## src/rtl/password_lock_pkg.sv

```systemverilog
// Shared constants for the password-lock controller and its display block.
package password_lock_pkg;

    localparam logic [2:0] ST_IDLE              = 3'b000;
    localparam logic [2:0] ST_SETING_CODE       = 3'b001;
    localparam logic [2:0] ST_SETCODE_FINISH    = 3'b010;
    localparam logic [2:0] ST_INPUTING_PASSWORD = 3'b011;
    localparam logic [2:0] ST_MATCH_SUCCESS     = 3'b100;
    localparam logic [2:0] ST_FREEZED           = 3'b101;

    localparam logic [3:0] KEY_CONFIRM = 4'hA;
    localparam logic [3:0] KEY_BACK    = 4'hB;
    localparam logic [3:0] KEY_SET     = 4'hC;
    localparam logic [3:0] KEY_CANCEL  = 4'hD;

    localparam int unsigned MAX_DIGITS = 3;
    localparam int unsigned MAX_FAIL   = 3;
    localparam int unsigned BUF_W      = 12;
    localparam int unsigned CNT_W      = 3;
    localparam int unsigned FAIL_W     = 2;

    // Write a nibble at digit position idx; position 0 is the most significant nibble.
    function automatic logic [11:0] put_nibble(input logic [11:0] b, input logic [2:0] idx,
                                               input logic [3:0] val);
        logic [11:0] r;
        r = b;
        case (idx)
            3'd0:    r[11:8] = val;
            3'd1:    r[7:4]  = val;
            3'd2:    r[3:0]  = val;
            default: r       = b;
        endcase
        return r;
    endfunction

endpackage

```

## src/rtl/password_lock_ctrl_timer.sv

```systemverilog
// Loadable down-counter shared by the success hold and the freeze period.
module lock_timer #(
    parameter int unsigned TIMER_W = 32
) (
    input  logic               clk,
    input  logic               reset,
    input  logic               load,
    input  logic [TIMER_W-1:0] load_value,
    input  logic               run,
    output logic               expired
);

    logic [TIMER_W-1:0] count;

    // expired rises in the same edge that the counter reaches zero
    always_ff @(posedge clk) begin
        if (!reset) begin
            count   <= '0;
            expired <= 1'b0;
        end else if (load) begin
            count   <= load_value;
            expired <= (load_value == '0);
        end else if (run && count != '0) begin
            count   <= count - TIMER_W'(1);
            expired <= (count == TIMER_W'(1));
        end
    end

endmodule

```

## src/rtl/password_lock_ctrl.sv

```systemverilog
// Password-lock main controller: key sequencing, entry buffer, comparison and lockout.
module password_lock_ctrl
    import password_lock_pkg::*;
#(
    parameter int unsigned FREEZE_CYCLES  = 500_000_000,
    parameter int unsigned SUCCESS_CYCLES = 300_000_000,
    parameter int unsigned TIMER_W        = 32
) (
    input  logic        clk,
    input  logic        reset,
    input  logic        key_valid,
    input  logic [3:0]  key_code,
    output logic [2:0]  current_work_state,
    output logic [11:0] password_input,
    output logic [2:0]  input_count,
    output logic [1:0]  failure_times,
    output logic        success_input
);

    localparam logic [CNT_W-1:0]  DIGITS_FULL = CNT_W'(MAX_DIGITS);
    localparam logic [FAIL_W-1:0] FAIL_LIMIT  = FAIL_W'(MAX_FAIL);

    logic [2:0]         state_nxt;
    logic [BUF_W-1:0]   buf_nxt, edit_buf, stored_pw, pw_nxt;
    logic [CNT_W-1:0]   cnt_nxt, edit_cnt;
    logic [FAIL_W-1:0]  fail_nxt, fail_inc;
    logic               acc_nxt, pw_valid, pwv_nxt, edit_ok;
    logic               tmr_load, tmr_run, tmr_expired;
    logic [TIMER_W-1:0] tmr_value;
    logic               is_digit, is_confirm, is_back, is_set, is_cancel;

    assign is_digit   = key_valid && (key_code <= 4'd9);
    assign is_confirm = key_valid && (key_code == KEY_CONFIRM);
    assign is_back    = key_valid && (key_code == KEY_BACK);
    assign is_set     = key_valid && (key_code == KEY_SET);
    assign is_cancel  = key_valid && (key_code == KEY_CANCEL);
    assign fail_inc   = (failure_times == FAIL_LIMIT) ? failure_times : failure_times + FAIL_W'(1);
    assign tmr_run    = (current_work_state == ST_MATCH_SUCCESS) || (current_work_state == ST_FREEZED);

    lock_timer #(.TIMER_W(TIMER_W)) u_timer (
        .clk        (clk),
        .reset      (reset),
        .load       (tmr_load),
        .load_value (tmr_value),
        .run        (tmr_run),
        .expired    (tmr_expired)
    );

    // Digit append / backspace shared by password setting and password entry
    always_comb begin
        edit_ok  = 1'b0;
        edit_buf = password_input;
        edit_cnt = input_count;
        if (is_digit && input_count < DIGITS_FULL) begin
            edit_ok  = 1'b1;
            edit_buf = put_nibble(password_input, input_count, key_code);
            edit_cnt = input_count + CNT_W'(1);
        end else if (is_back && input_count != '0) begin
            edit_ok  = 1'b1;
            edit_buf = put_nibble(password_input, input_count - CNT_W'(1), 4'h0);
            edit_cnt = input_count - CNT_W'(1);
        end
    end

    always_comb begin
        state_nxt = current_work_state;
        buf_nxt   = password_input;
        cnt_nxt   = input_count;
        fail_nxt  = failure_times;
        acc_nxt   = 1'b0;
        pw_nxt    = stored_pw;
        pwv_nxt   = pw_valid;
        tmr_load  = 1'b0;
        tmr_value = '0;
        case (current_work_state)
            ST_IDLE: begin
                if (is_set) begin
                    state_nxt = ST_SETING_CODE;
                    buf_nxt   = '0;
                    cnt_nxt   = '0;
                    acc_nxt   = 1'b1;
                end
            end
            ST_SETING_CODE: begin
                if (edit_ok) begin
                    buf_nxt = edit_buf;
                    cnt_nxt = edit_cnt;
                    acc_nxt = 1'b1;
                end else if (is_confirm && input_count == DIGITS_FULL) begin
                    pw_nxt    = password_input;
                    pwv_nxt   = 1'b1;
                    fail_nxt  = '0;
                    buf_nxt   = '0;
                    cnt_nxt   = '0;
                    state_nxt = ST_SETCODE_FINISH;
                    acc_nxt   = 1'b1;
                end else if (is_cancel) begin
                    buf_nxt   = '0;
                    cnt_nxt   = '0;
                    state_nxt = pw_valid ? ST_SETCODE_FINISH : ST_IDLE;
                    acc_nxt   = 1'b1;
                end
            end
            ST_SETCODE_FINISH: begin
                if (is_digit) begin
                    buf_nxt   = {key_code, 8'h00};
                    cnt_nxt   = CNT_W'(1);
                    state_nxt = ST_INPUTING_PASSWORD;
                    acc_nxt   = 1'b1;
                end
            end
            ST_INPUTING_PASSWORD: begin
                if (edit_ok) begin
                    buf_nxt = edit_buf;
                    cnt_nxt = edit_cnt;
                    acc_nxt = 1'b1;
                end else if (is_confirm && input_count == DIGITS_FULL) begin
                    buf_nxt = '0;
                    cnt_nxt = '0;
                    acc_nxt = 1'b1;
                    if (password_input == stored_pw) begin
                        fail_nxt  = '0;
                        tmr_load  = 1'b1;
                        tmr_value = TIMER_W'(SUCCESS_CYCLES - 1);
                        state_nxt = ST_MATCH_SUCCESS;
                    end else begin
                        fail_nxt = fail_inc;
                        if (fail_inc == FAIL_LIMIT) begin
                            tmr_load  = 1'b1;
                            tmr_value = TIMER_W'(FREEZE_CYCLES - 1);
                            state_nxt = ST_FREEZED;
                        end else begin
                            state_nxt = ST_SETCODE_FINISH;
                        end
                    end
                end else if (is_cancel) begin
                    buf_nxt   = '0;
                    cnt_nxt   = '0;
                    state_nxt = ST_SETCODE_FINISH;
                    acc_nxt   = 1'b1;
                end
            end
            ST_MATCH_SUCCESS: begin
                // A password change request takes priority over the hold ending
                if (is_set) begin
                    buf_nxt   = '0;
                    cnt_nxt   = '0;
                    state_nxt = ST_SETING_CODE;
                    acc_nxt   = 1'b1;
                end else if (tmr_expired) begin
                    state_nxt = ST_SETCODE_FINISH;
                end
            end
            ST_FREEZED: begin
                if (tmr_expired) begin
                    fail_nxt  = '0;
                    state_nxt = ST_SETCODE_FINISH;
                end
            end
            default: state_nxt = ST_IDLE;
        endcase
    end

    always_ff @(posedge clk) begin
        if (!reset) begin
            current_work_state <= ST_IDLE;
            password_input     <= '0;
            input_count        <= '0;
            failure_times      <= '0;
            success_input      <= 1'b0;
            stored_pw          <= '0;
            pw_valid           <= 1'b0;
        end else begin
            current_work_state <= state_nxt;
            password_input     <= buf_nxt;
            input_count        <= cnt_nxt;
            failure_times      <= fail_nxt;
            success_input      <= acc_nxt;
            stored_pw          <= pw_nxt;
            pw_valid           <= pwv_nxt;
        end
    end

endmodule
```

## config.mk

```make
export PLATFORM = sky130hd
export DESIGN_NAME = password_lock_ctrl
export DESIGN_NICKNAME = d
export VERILOG_FILES = /design/src/rtl/password_lock_pkg.sv /design/src/rtl/password_lock_ctrl_timer.sv /design/src/rtl/password_lock_ctrl.sv
export SDC_FILE = /design/constraint.sdc
export NUM_CORES = 1
export LEC_CHECK = 0
export ABC_AREA = 1
export CORE_MARGIN = 2
export CORE_UTILIZATION = 25
export CTS_BUF_LIST = sky130_fd_sc_hd__clkbuf_8
export DETAILED_ROUTE_END_ITERATION = 7
export SYNTH_ARGS = -nofsm -noshare
export SYNTH_HDL_FRONTEND = slang
export SYNTH_SLANG_ARGS = --single-unit
```

## constraint.sdc

```tcl
create_clock -name clk -period 3.77 [get_ports clk]
set_input_delay 0.5655 -clock clk [delete_from_list [all_inputs] [get_ports clk]]
set_output_delay 0.5655 -clock clk [all_outputs]
set_load 0.02 [all_outputs]
```

# Yosys cells after proc, flatten, opt, wreduce, memory -nomap -nowiden
# Cells that the tools add are included.
[totals]
in_bits = 7
reg_bits = 67
[classes]
reduce_logical = 28
add_sub_neg = 4
bitwise_logic = 1
order_cmp = 2
muxes = 66
eq_ne = 36
[ops]
columns = ["op", "n"]
rows = [
  ["29-bit 2-to-1 mux", 5],
  ["12-bit 2-to-1 mux", 7],
  ["32-bit 2-to-1 mux", 2],
  ["3-bit 2-to-1 mux", 19],
  ["12-bit case mux with 3 select lines", 1],
  ["32-bit by 1-bit == test with 1-bit output (second input constant)", 1],
  ["32-bit logical NOT", 1],
  ["32-bit nonzero test", 1],
  ["32-bit by 1-bit subtractor with 32-bit output (second input constant)", 1],
  ["4-bit 2-to-1 mux", 6],
  ["7-bit AND reduction", 3],
  ["3-bit case mux with 6 select lines", 1],
  ["4-bit == test (second input constant)", 4],
  ["2-bit 2-to-1 mux", 8],
  ["4-bit by 2-bit != test with 1-bit output (second input constant)", 4],
  ["3-bit by 2-bit == test with 1-bit output (second input constant)", 5],
  ["1-bit 2-to-1 mux", 14],
  ["12-bit == test", 1],
  ["2-bit != test (second input constant)", 6],
  ["4-bit by 3-bit != test with 1-bit output (second input constant)", 3],
  ["6-bit AND reduction", 2],
  ["3-bit by 1-bit == test with 1-bit output (second input constant)", 3],
  ["1-bit logical AND", 9],
  ["3-bit logical NOT", 3],
  ["other kinds (20)", 27],
]

# Longest topological paths before layout
# Gate-level depths: netlist (run 1).
[logic_depth]
depth_word = 10
depth_mapped = 13
mapped_depth_nobuf = 12

# By module
# From an unflattened synthesis (run 1), not the netlist that was laid out.
[hier_totals]
cells_unflattened = 741
area_unflattened_um2 = 4539.4
[modules_own_cells]
columns = ["mod", "seq_area_each_um2", "instances", "cells_per_inst", "area_each_um2"]
rows = [
  ["lock_timer", 660.6, 1, 448, 2572.5],
  ["password_lock_ctrl", 680.7, 1, 293, 1966.9],
]

# Worst setup path before layout (run 1)
# Ideal clock, no wire load.
[synth_timing]
path_kind = "register to register"
start = "register input_count[0]"
end = "register password_input[2]"
path_stages_with_launch = 13
setup_ns = 0.113
path_slack_ns = 1.937
arrival_ns = 1.720
period_less_slack_ns = 1.833
required_time_ns = 3.657
path_buffers = 1
cell_sequence = "dfxtp_1 > inv_1 > ha_1 > nand2_1 > nand2_1 > nor2_1 > nor2_1 > nor2_2 > nand3_1 > and2_1 > buf_6 > nor2_1 > nor2_1"
[synth_between]
elab_chain_len = 6
[synth_lines]
columns = ["item", "line", "rtl"]
rows = [
  ["start, declared", "password_lock_ctrl.sv:15", "output logic [2:0] input_count,"],
  ["start signal, assigned", "password_lock_ctrl.sv:176", "input_count <= cnt_nxt;"],
  ["branches (longest 6 deep; another with 3-bit by 1-bit subtractor with 3-bit output)", "-", ""],
  ["end signal, assigned", "password_lock_ctrl.sv:175", "password_input <= buf_nxt;"],
  ["end, declared", "password_lock_ctrl.sv:14", "output logic [11:0] password_input,"],
]
# Parallel ways; which one is timed is not known.
# A chain may end at the register's enable or synchronous reset.

# Worst setup path in the final report (run 1)
[layout_timing]
start = "register u_timer.count[0]"
end = "register u_timer.count[13]"
[layout_between]
elab_chain_len = 3
[layout_lines]
columns = ["item", "line", "rtl"]
rows = [
  ["start, declared", "password_lock_ctrl_timer.sv:13", "logic [TIMER_W-1:0] count;"],
  ["start signal, assigned", "password_lock_ctrl_timer.sv:21", "count <= load_value;"],
  ["start signal, assigned", "password_lock_ctrl_timer.sv:24", "count <= count - TIMER_W'(1);"],
  ["32-bit by 1-bit subtractor with 32-bit output / 32-bit nonzero test (equally long branches)", "password_lock_ctrl_timer.sv:24, password_lock_ctrl_timer.sv:23", ""],
  ["32-bit 2-to-1 mux / 1-bit logical AND (equally long branches)", "password_lock_ctrl_timer.sv:23", "end else if (run && count != '0) begin"],
  ["32-bit 2-to-1 mux / 2-bit nonzero test (equally long branches)", "-", ""],
]
# Parallel ways exist; a longest one is shown, timed or not. The select of a mux whose other input is x is not followed.

==> metrics.cfg, run 1 <==
[placed_design]
portBuffers=27
dp.cells=909
preCtsSetupSlack_ps=1050
place_area_um2=4670
gp_congestion=0.922
dpl.hpwl_um=7980

[global_routing]
grt_pass1_vias=3806
grt_max_degree=24
grt_pass1_wl_um=18100
grt_use_total=0.124
grt-ovfl-total=0
antenna_found_initial=0

[clock_network]
clkSinkCount=67
numCtsBuffers=9
clockRootBuffer=clkbuf_8
clock_latency_ps=360
cts_tree=yes
htree_num_levels=3
path_clk_slew_ps=80
cts_resized=0
ctsHoldBuffers=0
clock_path_buffers=2
cts_setup_buffers=0

[die]
initial_core_util=0.255
die_w_um=134
dieHeight_um=134
num_rows=47
coreArea_um2=16500
dieArea_um2=17900
ios=28

[final_layout]
finalInstanceArea_um2=4920
n_antenna_cell=0
fin_nets=715
area_growth_pct=16.7
final_cell_mix=nand2_1, nor2_1, inv_1
drive_gt1_frac=0.0865
fin_cells=925
fillerInstances=1810
final_common_cell=nand2_1

[synthesis]
synthCells=676
synthTopCellsByArea=dfxtp_1, nand2_1, nor2_1
yosysSeqAreaShare=0.318
ys_seq_elements=67
synth_top_area_cell=dfxtp_1
syn-cell-area_um2=4210
synth_top_cell_area_share=0.318
synth_nets=691
synth.distinct_cells=37
ys_warn_count=0
synth.avg_cell_area_um2=6.23

[drt]
postRouteAntennaNets=0
drcViolationCount=0
dr.pass1.iters=4
viasPerCell=4.30
drt_iter0_drc=211
avgRoutedWirePerCell_um=11.4
vias=3973
routed_wl_um=10600

[timing]
hold_violations=0
drv_slew=0
setup_viol=0
setup_slack_ps=1360
fin_crit_ps=2410
rsz0062_at_grt=false
tightest_slew_ps=802
fmax_mhz=415
slew_headroom=0.463
clock_skew_ps=9.73
hold_slack_ps=468
timing.final.crit_share=0.640
fin_setup_tns_ps=0

[setup_path]
startpoint_type=flip-flop
end_kind=flip-flop
cp.required_ps=4030
ff2ff_path_depth=11
critPathKind=reg2reg
critPathMaxFanout=23
arrival_ps=2670

[power_and_ir_drop]
powerDensity_nw_per_um2=375
vdd_drop_max_mv=0.153
leakage_uw=0.00236

[run]
maxCapViolCount=0

[outcome]
status=finished, final reports clean

[min_path]
hold_path_class=reg2reg
min_delay_path_depth=2

through the flow:
step           power [µW]   util
2_1_floorplan         995      -
3_3_place_gp         1110  0.283
3_5_place_dp         1110  0.283
4_1_cts              1870  0.297
5_1_grt              1930  0.297
6_report             1840  0.297
layer usage:
layer / up-vias / part of all wire / global-route usage
met4: 0 / 0.015 / 0.0502
met1: 1758 / 0.51 / 0.164
met2: 42 / 0.45 / 0.199
met5: - / 0 / 0
li1: 2160 / - / -
met3: 13 / 0.033 / 0.0231
where the power goes:
group | switching, µW | internal (µW)
registers | 34.1 | 734
logic | 195 | 123
clock network | 311 | 445
area by class of cell:
class,count,area (µm²),share of cell area
clock inverter,7,124,0.0252
inverter,81,307,0.0624
sequential,67,1340,0.273
multi-input combinational,510,2440,0.497
timing repair buffer,31,300,0.0611
clock buffer,9,124,0.0252
tap,220,275,0.0560
worst max-delay path, stage by stage, from the launching register on:
cell and delay (ps):
dfxtp_1 340, inv_1 90, ha_1 370, nand2_1 170, nor2_4 170, nand2_2 100
o21ai_4 560, nor2_1 190, nand3b_1 130, nand3_1 80, nand2_1 70, inv_1 50
kinds of logic after synthesis:
kind of cell,share of synthesized area
DFF,0.318
xor gates and xnor gates,0.0395
adders and majority gates,0.0238
AOI/OAI and AO/OA,0.0790
and+or+nand+nor,0.438
buffers and inverters,0.101
Yosys cell counts:
| cell type | n |
|---|---|
| nand2_1 | 184 |
| nor2_1 | 136 |
| inv_1 | 75 |
| dfxtp_1 | 67 |
| nand3_1 | 41 |
| o21ai_0 | 27 |
| a21oi_1 | 24 |
| nand4_1 | 11 |
| xor2_1 | 10 |
| nor2_2 | 9 |
| nor2_4 | 9 |
| xnor2_1 | 9 |
| ha_1 | 8 |
| nor3_1 | 8 |
| nand2_2 | 6 |
| o21ai_1 | 6 |
| buf_2 | 5 |
| buf_6 | 5 |
| inv_2 | 5 |
| nand3b_1 | 4 |
| clkbuf_1 | 3 |
| nand3_2 | 3 |
| nor3_2 | 3 |
| buf_1 | 2 |
| buf_4 | 2 |
| nor4_1 | 2 |
| or2_2 | 2 |
| a211oi_1 | 1 |
| a21oi_2 | 1 |
| a31o_2 | 1 |
| a31oi_1 | 1 |
| and2_1 | 1 |
| and3_1 | 1 |
| clkbuf_2 | 1 |
| inv_4 | 1 |
| nor3b_1 | 1 |
| o21ai_4 | 1 |
state kept, by name (all words and copies together), names as in the netlist:
signal,cells
success_input,1
input_count,3
u_timer.count,32
pw_valid,1
stored_pw,12
failure_times,2
current_work_state,3
u_timer.expired,1
password_input,12
final timing paths:
kind / slack [ps] / from / endpoint
worst max-delay path: 1360 / u_timer.count[0] / u_timer.count[13]
worst min-delay path: 470 / pw_valid / pw_valid
worst max register to register: 1360 / u_timer.count[0] / u_timer.count[13]
worst min register to register: 470 / pw_valid / pw_valid
Power figures use the tool's default switching activity.
==> inputs of run 2 (changes only) <==
- clock period: 3.77 -> 2.3 ns (I/O delays scaled with it)
==> run 2 against run 1 <==
Core utilization up 0.69 points. Sequential cell count unchanged. Maximum frequency up 25%. Clock-buffer cell count unchanged. Largest power group unchanged. Highest routed layer unchanged.
==> metrics.cfg, run 2 (synthesis results as in run 1) <==
[clock_network]
cts_tree=yes
cts_setup_buffers=0
numCtsBuffers=9
cts_resized=0
clkSinkCount=67
clock_latency_ps=370
path_clk_slew_ps=80
clockRootBuffer=clkbuf_8
htree_num_levels=3
clock_path_buffers=2
ctsHoldBuffers=0

[global_routing]
grt_use_total=0.125
antenna_found_initial=0
grt_pass1_wl_um=18100
grt-ovfl-total=0
grt_max_degree=18
grt_pass1_vias=3752

[timing]
timing.final.crit_share=0.840
setup_viol=0
tightest_slew_ps=558
hold_violations=0
rsz0062_at_grt=false
drv_slew=0
fin_crit_ps=1930
fmax_mhz=517
fin_setup_tns_ps=0
clock_skew_ps=8.53
slew_headroom=0.628

[final_layout]
final_common_cell=nand2_1
n_antenna_cell=0
final_cell_mix=nand2_1, nor2_1, inv_1
largest_reg_flops=32
register_area_um2=1340
fillerInstances=1806
top_regs=u_timer.count: 32 flops, password_input: 12 flops, stored_pw: 12 flops
area_growth_pct=19.4
multi_input_area_um2=2440
fin_nets=730
regMostFlops=u_timer.count
drive_gt1_frac=0.106

[drt]
routed_wl_um=10700
drcViolationCount=0
viasPerCell=4.35
drt_iter0_drc=218
avgRoutedWirePerCell_um=11.4
vias=4090
dr.pass1.iters=5
postRouteAntennaNets=0

[die]
ios=28
initial_core_util=0.255
coreArea_um2=16500
num_rows=47
dieArea_um2=17900
die_w_um=134
dieHeight_um=134

[placed_design]
dpl.hpwl_um=8300
portBuffers=27
gp_congestion=0.886

[power_and_ir_drop]
powerDensity_nw_per_um2=605
leakage_uw=0.00243
p_int_uw=2150
vdd_drop_max_mv=0.318
comb_power_share=0.176
switching_share=0.295
clock_power_share=0.409
power_uw=3040
p_switching_uw=899
p_seq_frac=0.414

[min_path]
hold_path_class=reg2reg

[setup_path]
arrival_ps=2190
startpoint_type=flip-flop
critPathMaxFanout=8
cp.required_ps=2560
critPathKind=reg2reg
end_kind=flip-flop
crit_slowest_cell=dfxtp_1
path_cells=ha_1, ha_1, nand4_1, buf_4, nand2_1, nor2_4, a21oi_2, and2_1, nand2_1, nand2_1, nor2_1
crit_buf_inv=1
crit_path_frequent_cell=nand2_1
critical_path.top_delay_family=simple AND/OR/NAND/NOR gates
cpPeakStageDelay_ps=410

[run]
maxCapViolCount=0

[outcome]
status=finished, final reports clean

## run 2: worst paths after layout
| check | start | endpoint | cells after the start | slack (ps) |
|---|---|---|---|---|
| max | input_count[1] | password_input[0] | 11 | 370 |
| min | pw_valid | pw_valid | 2 | 470 |
| max reg2reg | input_count[1] | password_input[0] | 11 | 370 |
| min reg2reg | pw_valid | pw_valid | 2 | 470 |
## run 2: through the flow
stage               instance area (µm²)  hold slack, ps  worst slack, ps  std cells  utilization
global route                       5030             513              122        940        0.304
CTS                                5030             466              340        940        0.304
global placement                   4780             454              127        924        0.289
finish                             5030             467              367        940        0.304
floorplan                          4210             436              467        676            -
detailed placement                 4780             454              115        924        0.289
## run 2: worst reg2reg max path, delay by kind of cell (launching register included)
| family | cells | cell delay (ps) |
|---|---|---|
| flops | 1 | 410 |
| fa+ha+maj | 2 | 370 |
| compound gates | 1 | 120 |
| buf+inv | 1 | 170 |
| simple gates | 7 | 750 |
## run 2: final cells by class
cell class / instances / area share
multi-input combinational: 510 / 0.486
sequential: 67 / 0.267
timing repair buffer: 46 / 0.0821
inverter: 81 / 0.0609
tap: 220 / 0.0547
clock inverter: 7 / 0.0249
clock buffer: 9 / 0.0246
## run 2: power groups by stage
stage	registers, µW	logic (µW)	clock network (µW)
floorplan	1330	306	0
global placement	1290	536	0
detailed placement	1290	538	0
CTS	1260	542	1290
global route	1270	605	1330
finish	1260	536	1250
## run 2: per-layer routing
metal  track usage  vias to the layer above  routed length (µm)
met3        0.0302                       13                 485
met1         0.167                     1814                5240
met5             0                        -                   0
li1              -                     2191                   -
met2         0.196                       72                4790
met4        0.0467                        0                 191
==> RTL change: new RTL, flow settings as in run 2 <==
Add an input register stage for `key_valid` and `key_code`, without a reset; this delays them by one clock.
--- a/src/rtl/password_lock_ctrl.sv
+++ b/src/rtl/password_lock_ctrl.sv
@@ -22,2 +22,10 @@
 
+    logic key_valid_q;
+    logic [3:0] key_code_q;
+
+    always_ff @(posedge clk) begin
+        key_valid_q <= key_valid;
+        key_code_q  <= key_code;
+    end
+
     logic [2:0]         state_nxt;
@@ -31,7 +39,7 @@
 
-    assign is_digit   = key_valid && (key_code <= 4'd9);
-    assign is_confirm = key_valid && (key_code == KEY_CONFIRM);
-    assign is_back    = key_valid && (key_code == KEY_BACK);
-    assign is_set     = key_valid && (key_code == KEY_SET);
-    assign is_cancel  = key_valid && (key_code == KEY_CANCEL);
+    assign is_digit   = key_valid_q && (key_code_q <= 4'd9);
+    assign is_confirm = key_valid_q && (key_code_q == KEY_CONFIRM);
+    assign is_back    = key_valid_q && (key_code_q == KEY_BACK);
+    assign is_set     = key_valid_q && (key_code_q == KEY_SET);
+    assign is_cancel  = key_valid_q && (key_code_q == KEY_CANCEL);
     assign fail_inc   = (failure_times == FAIL_LIMIT) ? failure_times : failure_times + FAIL_W'(1);
@@ -55,3 +63,3 @@
             edit_ok  = 1'b1;
-            edit_buf = put_nibble(password_input, input_count, key_code);
+            edit_buf = put_nibble(password_input, input_count, key_code_q);
             edit_cnt = input_count + CNT_W'(1);
@@ -105,3 +113,3 @@
                 if (is_digit) begin
-                    buf_nxt   = {key_code, 8'h00};
+                    buf_nxt   = {key_code_q, 8'h00};
                     cnt_nxt   = CNT_W'(1);
Check against the original RTL: not equivalent (a bounded check fails within 4 cycles, from zero or initial values and one cycle with reset low).
==> RTL change against run 2 <==
- sequential share of layout area is 1.8 points higher
- sequential cell count is 5 higher
- count of clock-buffer cells in the layout stayed put
- power is 6.5% lower
- area after synthesis is 2.5% higher
- setup slack worse by 0.12 ns
- design area is 0.80% higher
- wire length is 1.6% higher
- largest cell class unchanged
- largest power group unchanged
==> RTL change: results (changes against run 2) <==
[pwr]
ir_worst_vdd_uv=302  ; was 318 µV
switching_share_pct=26.0  ; was 29.5%
p_leak_nw=2.45  ; was 2.43 nW

[route]
via_per_inst=4.45  ; was 4.35
firstDrtPassIters=5  ; unchanged
drt_wl_total_um=10900  ; was 10,700 µm
ant_nets=0  ; unchanged
drt_iter0_drc=220  ; was 218

[clock_network]
cts_setup_buffers=0  ; unchanged
cts_buffers=9  ; unchanged
cts.path.max_buffers=2  ; unchanged
clk_latency_ns=0.36
htreeDepth=3  ; unchanged
cts_root_buf=clkbuf_8  ; unchanged
cts_resized=0  ; unchanged
clk_pin_slew_ns=0.07

[synth]
synth_area_leaders=dfxtp_1 (33%), nand2_1 (16%), nor2_1 (8.4%)  ; was dfxtp_1 (32%), nand2_1 (16%), nor2_1 (12%)
synth_fp_nets=691  ; unchanged
ys_seq_area_share_pct=33.4  ; was 31.8%
ys.flop_type=dfxtp_1  ; unchanged
synth_warnings=0  ; unchanged
synth.distinct_cells=32  ; was 37
async_reset_ff_share_pct=0  ; unchanged
synthTopCellsByCount=nand2_1 (186), nor2_1 (97), inv_1 (77), dfxtp_1 (72), nand3_1 (61)  ; was nand2_1 (184), nor2_1 (136), inv_1 (75), dfxtp_1 (67), nand3_1 (41)

[setup_path]
r2r_end=input_count[1]  ; was password_input[0]
worst-path-max-fanout=25  ; was 8
arrival_ns=2.27  ; was 2.19 ns
rr_worst_depth=9  ; was 11
rr_startpoint=input_count[0]  ; was input_count[1]
r2r_setup_slack_ns=0.25  ; was 0.37 ns

[placed_design]
globalplace.congestion=0.918  ; was 0.886
numPortBuffers=27  ; unchanged
placed_area_um2=4840  ; was 4780 µm²
hpwl_um=8080  ; was 8300 µm

[sta]
worst_clock_skew_ns=0.0161  ; was 0.00853 ns
hold_slack_ns=0.429  ; was 0.467 ns
slew_headroom_pct=58.1  ; was 62.8%

[global_routing]
grt_antenna_before_repair=0  ; unchanged
grt_pass1_wl_um=18500  ; was 18,100 µm
grt_max_degree=27  ; was 18
grt_pass1_vias=3889  ; was 3,752
grt_usage_pct=12.5  ; about the same

[final_layout]
antenna_cells=0  ; unchanged
top_regs=u_timer.count: 32 flops, password_input: 12 flops, stored_pw: 12 flops  ; unchanged
drive_gt1_share_pct=9.00  ; was 10.6%
final_nets=722  ; was 730
fill_cells=1899  ; was 1,806

[hold_path]
hold_path_end=key_code_q[2]  ; was pw_valid
hold_depth=1  ; was 2
hp-class=in -> reg  ; was reg -> reg
hold_start=key_code[2]  ; was pw_valid

[run_status]
status=finished clean  ; unchanged

## RTL change: cell count changes after synthesis, moves of 5 or more
| cell | delta |
|---|---|
| a21oi_1 | +16 |
| nor2_1 | -39 |
| nand3_1 | +20 |
| o21ai_0 | -6 |
| dfxtp_1 | +5 |
| inv_2 | +5 |
| xnor2_1 | -5 |
## RTL change: cell families (layout without fill, tap and decap cells)
logic type / after synthesis / count (layout) / share of synthesized area, %
and+or+nand+nor: 400 / 400 / 41.6
buffers and inverters: 106 / 141 / 10.3
AOI/OAI and AO/OA: 72 / 72 / 8.75
DFF: 72 / 72 / 33.4
xor gates and xnor gates: 18 / 18 / 3.65
adders and majority gates: 8 / 8 / 2.32
## RTL change: critical path, cell delays in order, from the launching register on
cell     delay (ns)
dfxtp_1        0.42
ha_1           0.22
ha_1           0.17
nand4_2        0.21
nand2_1        0.11
nand2_1        0.06
nand3_2        0.36
inv_1          0.15
a22oi_1        0.17
nor2_1         0.06
## RTL change: area by class of cell
type	count	area (µm²)	area share [%]
clock buffer	9	124	2.44
clock inverter	6	110	2.17
inverter	88	330	6.52
multi-input combinational	498	2430	47.9
sequential	72	1440	28.4
tap	225	282	5.55
timing repair buffer	38	353	6.96
## RTL change: power by group through the flow
stage | registers, W | clock network (W) | logic [W]
after floorplan | 0.00135 | 0 | 0.000206
after global routing | 0.00131 | 0.00130 | 0.000369
final | 0.00131 | 0.00121 | 0.000329
after detailed placement | 0.00134 | 0 | 0.000328
after global placement | 0.00134 | 0 | 0.000326
after CTS | 0.00131 | 0.00126 | 0.000329
## RTL change: worst max path at each step
stage	slack, ns	cells after the start	to	start
after floorplan	0.49	10	password_input[3]	input_count[0]
after global placement	0.28	10	u_timer.count[10]	input_count[1]
after detailed placement	0.28	9	input_count[1]	input_count[0]
after CTS	0.25	10	u_timer.count[27]	input_count[0]
after global routing	0.02	10	input_count[1]	input_count[0]
final	0.25	9	input_count[1]	input_count[0]
## RTL change: through the flow
| step | std cells | worst slack [ns] |
|---|---|---|
| after floorplan | 676 | 0.488 |
| final | 936 | 0.248 |
| after detailed placement | 921 | 0.279 |
| after global routing | 936 | 0.0195 |
| after CTS | 936 | 0.254 |
| after global placement | 921 | 0.282 |
## RTL change: metal layers
metal	vias up	track usage, %	share of wire, %
li1	2210	-	-
met4	0	3.01	1.3
met5	-	0	0
met2	78	20.3	45
met3	13	3.70	4.6
met1	1866	16.3	49
